==> src/rtl/io_hex_ctrl.sv <==
// Bus front end for the two-digit hex display: byte FIFO, timed hold FSM, status reads.
// Optional drain interrupt is enabled by defining IO_HEX_IRQ_EN.
module io_hex_ctrl #(
  parameter int unsigned DEPTH       = 4,
  parameter int unsigned HOLD_CYCLES = 12_000_000
) (
  input  logic       clk,
  input  logic       rst_n,
  input  logic       req,
  input  logic       we,
  input  logic       addr,
  input  logic [7:0] wdata,
  output logic [7:0] rdata,
  output logic       ack,
  output logic [7:0] hex_val,
  output logic       irq
);

  localparam int unsigned PW = (DEPTH > 1) ? $clog2(DEPTH) : 1;
  localparam int unsigned CW = $clog2(DEPTH + 1);
  localparam int unsigned HW = $clog2(HOLD_CYCLES + 1);
  localparam logic [HW-1:0] HOLD_LAST = HW'(HOLD_CYCLES - 1);

  typedef enum logic {IDLE, HOLD} state_t;

  state_t        state;
  logic [7:0]    mem [DEPTH];
  logic [PW-1:0] rd_ptr, wr_ptr;
  logic [CW-1:0] count;
  logic [HW-1:0] cnt;

  logic full, empty, accept, push, ctrl_wr, flush, expire, pop, irq_bit;
  logic [7:0] status;

  always_comb begin
    full    = (count == CW'(DEPTH));
    empty   = (count == '0);
    // Full-stall uses the pre-edge count, so a pop in the same cycle does not unblock it.
    accept  = req & ~ack & ~(we & ~addr & full);
    push    = accept & we & ~addr;
    ctrl_wr = accept & we & addr;
    flush   = ctrl_wr & wdata[0];
    expire  = (state == HOLD) && (cnt == HOLD_LAST);
    pop     = ~flush & ~empty & ((state == IDLE) | expire);
    status  = {state == HOLD, irq_bit, full, empty, 4'(count)};
  end

  always_ff @(posedge clk) begin
    if (push) mem[wr_ptr] <= wdata;
  end

  always_ff @(posedge clk or negedge rst_n) begin
    if (!rst_n) begin
      state   <= IDLE;
      rd_ptr  <= '0;
      wr_ptr  <= '0;
      count   <= '0;
      cnt     <= '0;
      hex_val <= '0;
      rdata   <= '0;
      ack     <= 1'b0;
    end else begin
      ack <= accept;
      if (accept && !we) rdata <= addr ? status : hex_val;
      if (flush) begin
        rd_ptr <= '0;
        wr_ptr <= '0;
        count  <= '0;
        cnt    <= '0;
        state  <= IDLE;
      end else begin
        if (push) wr_ptr <= wr_ptr + PW'(1);
        if (pop) begin
          rd_ptr  <= rd_ptr + PW'(1);
          hex_val <= mem[rd_ptr];
        end
        count <= count + CW'(push) - CW'(pop);
        case (state)
          IDLE: begin
            if (pop) begin
              cnt   <= '0;
              state <= HOLD;
            end
          end
          HOLD: begin
            if (expire) begin
              cnt <= '0;
              if (!pop) state <= IDLE;
            end else begin
              cnt <= cnt + HW'(1);
            end
          end
          default: state <= IDLE;
        endcase
      end
    end
  end

`ifdef IO_HEX_IRQ_EN
  logic irq_pend;
  logic drain;

  // Drain: hold expires with nothing queued; a flush cancels the natural expiry.
  assign drain = expire & empty & ~flush;

  always_ff @(posedge clk or negedge rst_n) begin
    if (!rst_n) begin
      irq_pend <= 1'b0;
    end else if (drain) begin
      irq_pend <= 1'b1;
    end else if (ctrl_wr && wdata[1]) begin
      irq_pend <= 1'b0;
    end
  end

  assign irq     = irq_pend;
  assign irq_bit = irq_pend;
`else
  assign irq     = 1'b0;
  assign irq_bit = 1'b0;
`endif

endmodule
==> config.mk <==
export PLATFORM = sky130hd
export DESIGN_NAME = io_hex_ctrl
export DESIGN_NICKNAME = d
export VERILOG_FILES = /design/src/rtl/io_hex_ctrl.sv
export SDC_FILE = /design/constraint.sdc
export NUM_CORES = 1
export LEC_CHECK = 0
export BUFFER_PORTS_ARGS = -buffer_cell sky130_fd_sc_hd__buf_2
export CORE_MARGIN = 5
export CORE_UTILIZATION = 45
export DETAILED_ROUTE_END_ITERATION = 12
export PLACE_DENSITY_LB_ADDON = 0.08
export SYNTH_ARGS = -nofsm -noshare
export SYNTH_HDL_FRONTEND = slang
export SYNTH_SLANG_ARGS = --single-unit
export TNS_END_PERCENT = 100
==> constraint.sdc <==
create_clock -name clk -period 7 [get_ports clk]
set_clock_uncertainty 0.1 [all_clocks]
set_input_delay 1.05 -clock clk [delete_from_list [all_inputs] [get_ports clk]]
set_output_delay 1.05 -clock clk [all_outputs]
set_load 0.01 [all_outputs]
==> flow_summary.toml <==
[clock_network]
cts_sinks = 81
cts_buffers = 9
clk_pin_slew_ps = 100
cts_hold_repair.buffers = 0
clock_path_buffers = 2
post-cts-setup-buffers = 0
clock_insertion_delay_worst_skew_ps = 370
cts_repair_resize_count = 0
cts_tree = "done"
clock_tree.htree_level_count = 3
root_buffer = "clkbuf_8"

[synthesis]
ys_async_sr_fraction_pct = 60.5
post-synth-top-count-cell = "dfrtp_1"
synth.top_cell.area_share_pct = 31.9
syn-cell-area_sq_um = 3840
number_of_enable_type_register_cells_in_the_synthesized_netlist = 32
yosys_register_bits = 81
synth_top_flop_cell = "dfrtp_1"
syn-mean-instance-area_sq_um = 11.9
synthesis.nets = 342
synth_seq_area_share_pct = 56.9
synth_largest_area_cell = "dfrtp_1"
syn_inst = 322
commonest_cells_post_synth = "dfrtp_1, edfxtp_1, nor2_1"
synth-warning-count = 0
synthTopCellsByArea = "dfrtp_1, edfxtp_1, mux4_2"
ys_types = 55

[status]
run_status = "finished, final reports clean"

[timing]
hold_viol = 0
timing_max_transition_violations_final = 0
finalCritPeriodShare_pct = 53.7
rsz0062_at_grt = "no"
post_route_worst_setup_slack_ps = 3240
worst_pin_slew_ps = 1080
tns_ps = 0
achievable-frequency_ghz = 0.266
setup_viol = 0
max_slew_headroom_at_the_worst_pin_pct = 28.3
finalCriticalPeriod_ps = 3760

[critical_path]
worstPathRequired_ps = 7150
crit_fanout = 15
crit_path_end_kind = "register"
cp.arrival_ps = 3900
critPathLaunch = "cnt[0]$_DFFE_PN0P_"
critical_path.reg2reg.startpoint = "cnt[0]$_DFFE_PN0P_"
timing.setup.critical_path_class = "register to register"
critical_path.startpoint_type = "register"

[cells_and_area]
post_route_cells_drive_above_1_share_pct = 21.1
postLayoutCellArea_sq_um = 4260
layout.cells.non_filler = 456
nets = 366
antenna_cells = 0
layout.core_utilization_pct = 51.6
synthToLayoutAreaGrowth_pct = 10.9

[detailed_routing]
drt-vias-per-instance = 5.80
detail_route.drc_violations = 0
routed_wirelength_microns = 7870
detail-route-antenna-nets = 0
avgRoutedWirePerCell_microns = 17.2
detailedRoute.firstIterationViolations = 160
via_count = 2645
drt_pass1_iterations = 4

[global_route]
grt_use_total_pct = 16.8
gr-total-overflow = 0
grt_antenna_before_repair = 0
first_global_vias = 2596
grt_first_pass_wirelength_microns = 13400
grt_start_max_net_pins = 50

[floorplan]
floorplan.initialDensity_pct = 46.5
pin_count = 31
die_h_microns = 102
dieWidth_microns = 102
placeableCoreArea_sq_um = 8260
placement_rows = 33
die_footprint_sq_um = 10500

[job]
drv_cap = 0

[power_and_ir_drop]
power_density_nw_per_um2 = 317
internal_power_uw = 892
sequentialPowerShare_pct = 50.5
sw_frac_of_total_pct = 34.0
vdd_ir_drop_max_mv = 0.117
pwr-share-comb_pct = 23.7
power.switching_uw = 459
cellLeakagePower_uw = 0.00172
share_clk_of_total_power_pct = 25.8

[placement]
placed_area_sq_um = 4060
gp_congestion = 0.797
placed_instances = 440
place_worst_setup_slack_ps = 3240
total_of_buffers_placed_on_input_and_output_ports = 29
detailed_place_hpwl_microns = 5340

[min_path]
min-delay-start = "rdata[3]$_DFFE_PN0P_"
min_path_type = "register to register"
## cell families (layout without fill, tap and decap cells)
kind of cell,after synthesis,in the layout,synth area share [%]
simple gates,113,113,16.0
flops,81,81,56.9
compound gates,61,61,11.4
buf+inv,33,62,3.55
mux,23,23,8.89
fa+ha+maj,7,7,2.47
xor+xnor,3,3,0.684
other cells,1,1,0.0976
## cell usage in the layout (no fill, tap or decap), types with 3 or more instances in the layout
cell       Yosys  final
inv_8          0      4
edfxtp_1      32     32
buf_2          1     29
clkbuf_8       0      9
nor3_1         8      8
o2bb2ai_1      3      3
nor2_1        24     24
o21ai_0        8      8
and3_1         4      4
and2_1         6      6
ha_1           6      6
a22o_1         3      3
nor2b_1        4      4
nor4_1         3      3
mux2_2         9      9
o211ai_1       4      4
nand3_1       15     15
mux4_2         8      8
inv_1         14     14
or4_1          4      4
a21oi_1       10     10
nand4_1       10     10
buf_4          1      3
dfrtp_1       49     49
mux2i_1        6      6
nand2_1       19     19
o311ai_0       3      3
a31oi_1       16     16
## path summary, 6_finish.rpt
path,endpoint,slack (ps),cells after the start
worst max-delay path,count[2]$_DFF_PN0_,3240,12
worst min-delay path,rdata[3]$_DFFE_PN0P_,420,2
worst max register to register,count[2]$_DFF_PN0_,3240,12
worst min register to register,rdata[3]$_DFFE_PN0P_,420,2
max in group asynchronous,wr_ptr[0]$_DFFE_PN0P_,5360,1
min in group asynchronous,rdata[5]$_DFFE_PN0P_,770,1
## area by class of cell
class                      instances  area [sq um]
inverter                          14          52.6
clock inverter                     7          78.8
clock buffer                       9           124
multi-input combinational        208          1520
timing repair buffer              32           168
tap                              105           131
sequential                        81          2190
fill                             720          4000
## stage by stage
stage	hold WS, ps	total power [uW]
final	418	1350
after global routing	442	1440
after CTS	421	1370
after detailed placement	397	1020
after global placement	379	1010
after floorplan	369	900
## sequential cells by signal, summed over array words and instances, names as in the netlist
name	cells
mem	32
cnt	24
hex_val	8
rdata	8
count	3
rd_ptr	2
wr_ptr	2
ack	1
state	1
## worst max-delay path: stages (launching register included)
cell	delay (ps)
dfrtp_1	410
ha_1	210
nand3_2	150
or2_4	320
o41ai_4	830
nand3_2	420
xnor2_1	260
ha_1	170
inv_1	40
fa_1	370
xor2_1	170
xnor2_1	140
nor2_1	50
## metal layers
metal / track usage [%] / share of wire [%] / up-vias
met4: 5.65 / 1.1 / 0
met2: 24.7 / 45 / 41
li1: - / - / 1269
met1: 24.7 / 50 / 1329
met3: 3.48 / 3.0 / 6
met5: 0 / 0 / -
## power by group through the flow
stage	sequential [uW]	combinational (uW)	clock (uW)
floorplan	675	226	0
global placement	693	317	0
global route	700	366	377
CTS	685	326	358
finish	682	320	349
detailed placement	696	323	0
Note: power is estimated with default switching activity, not from simulation.
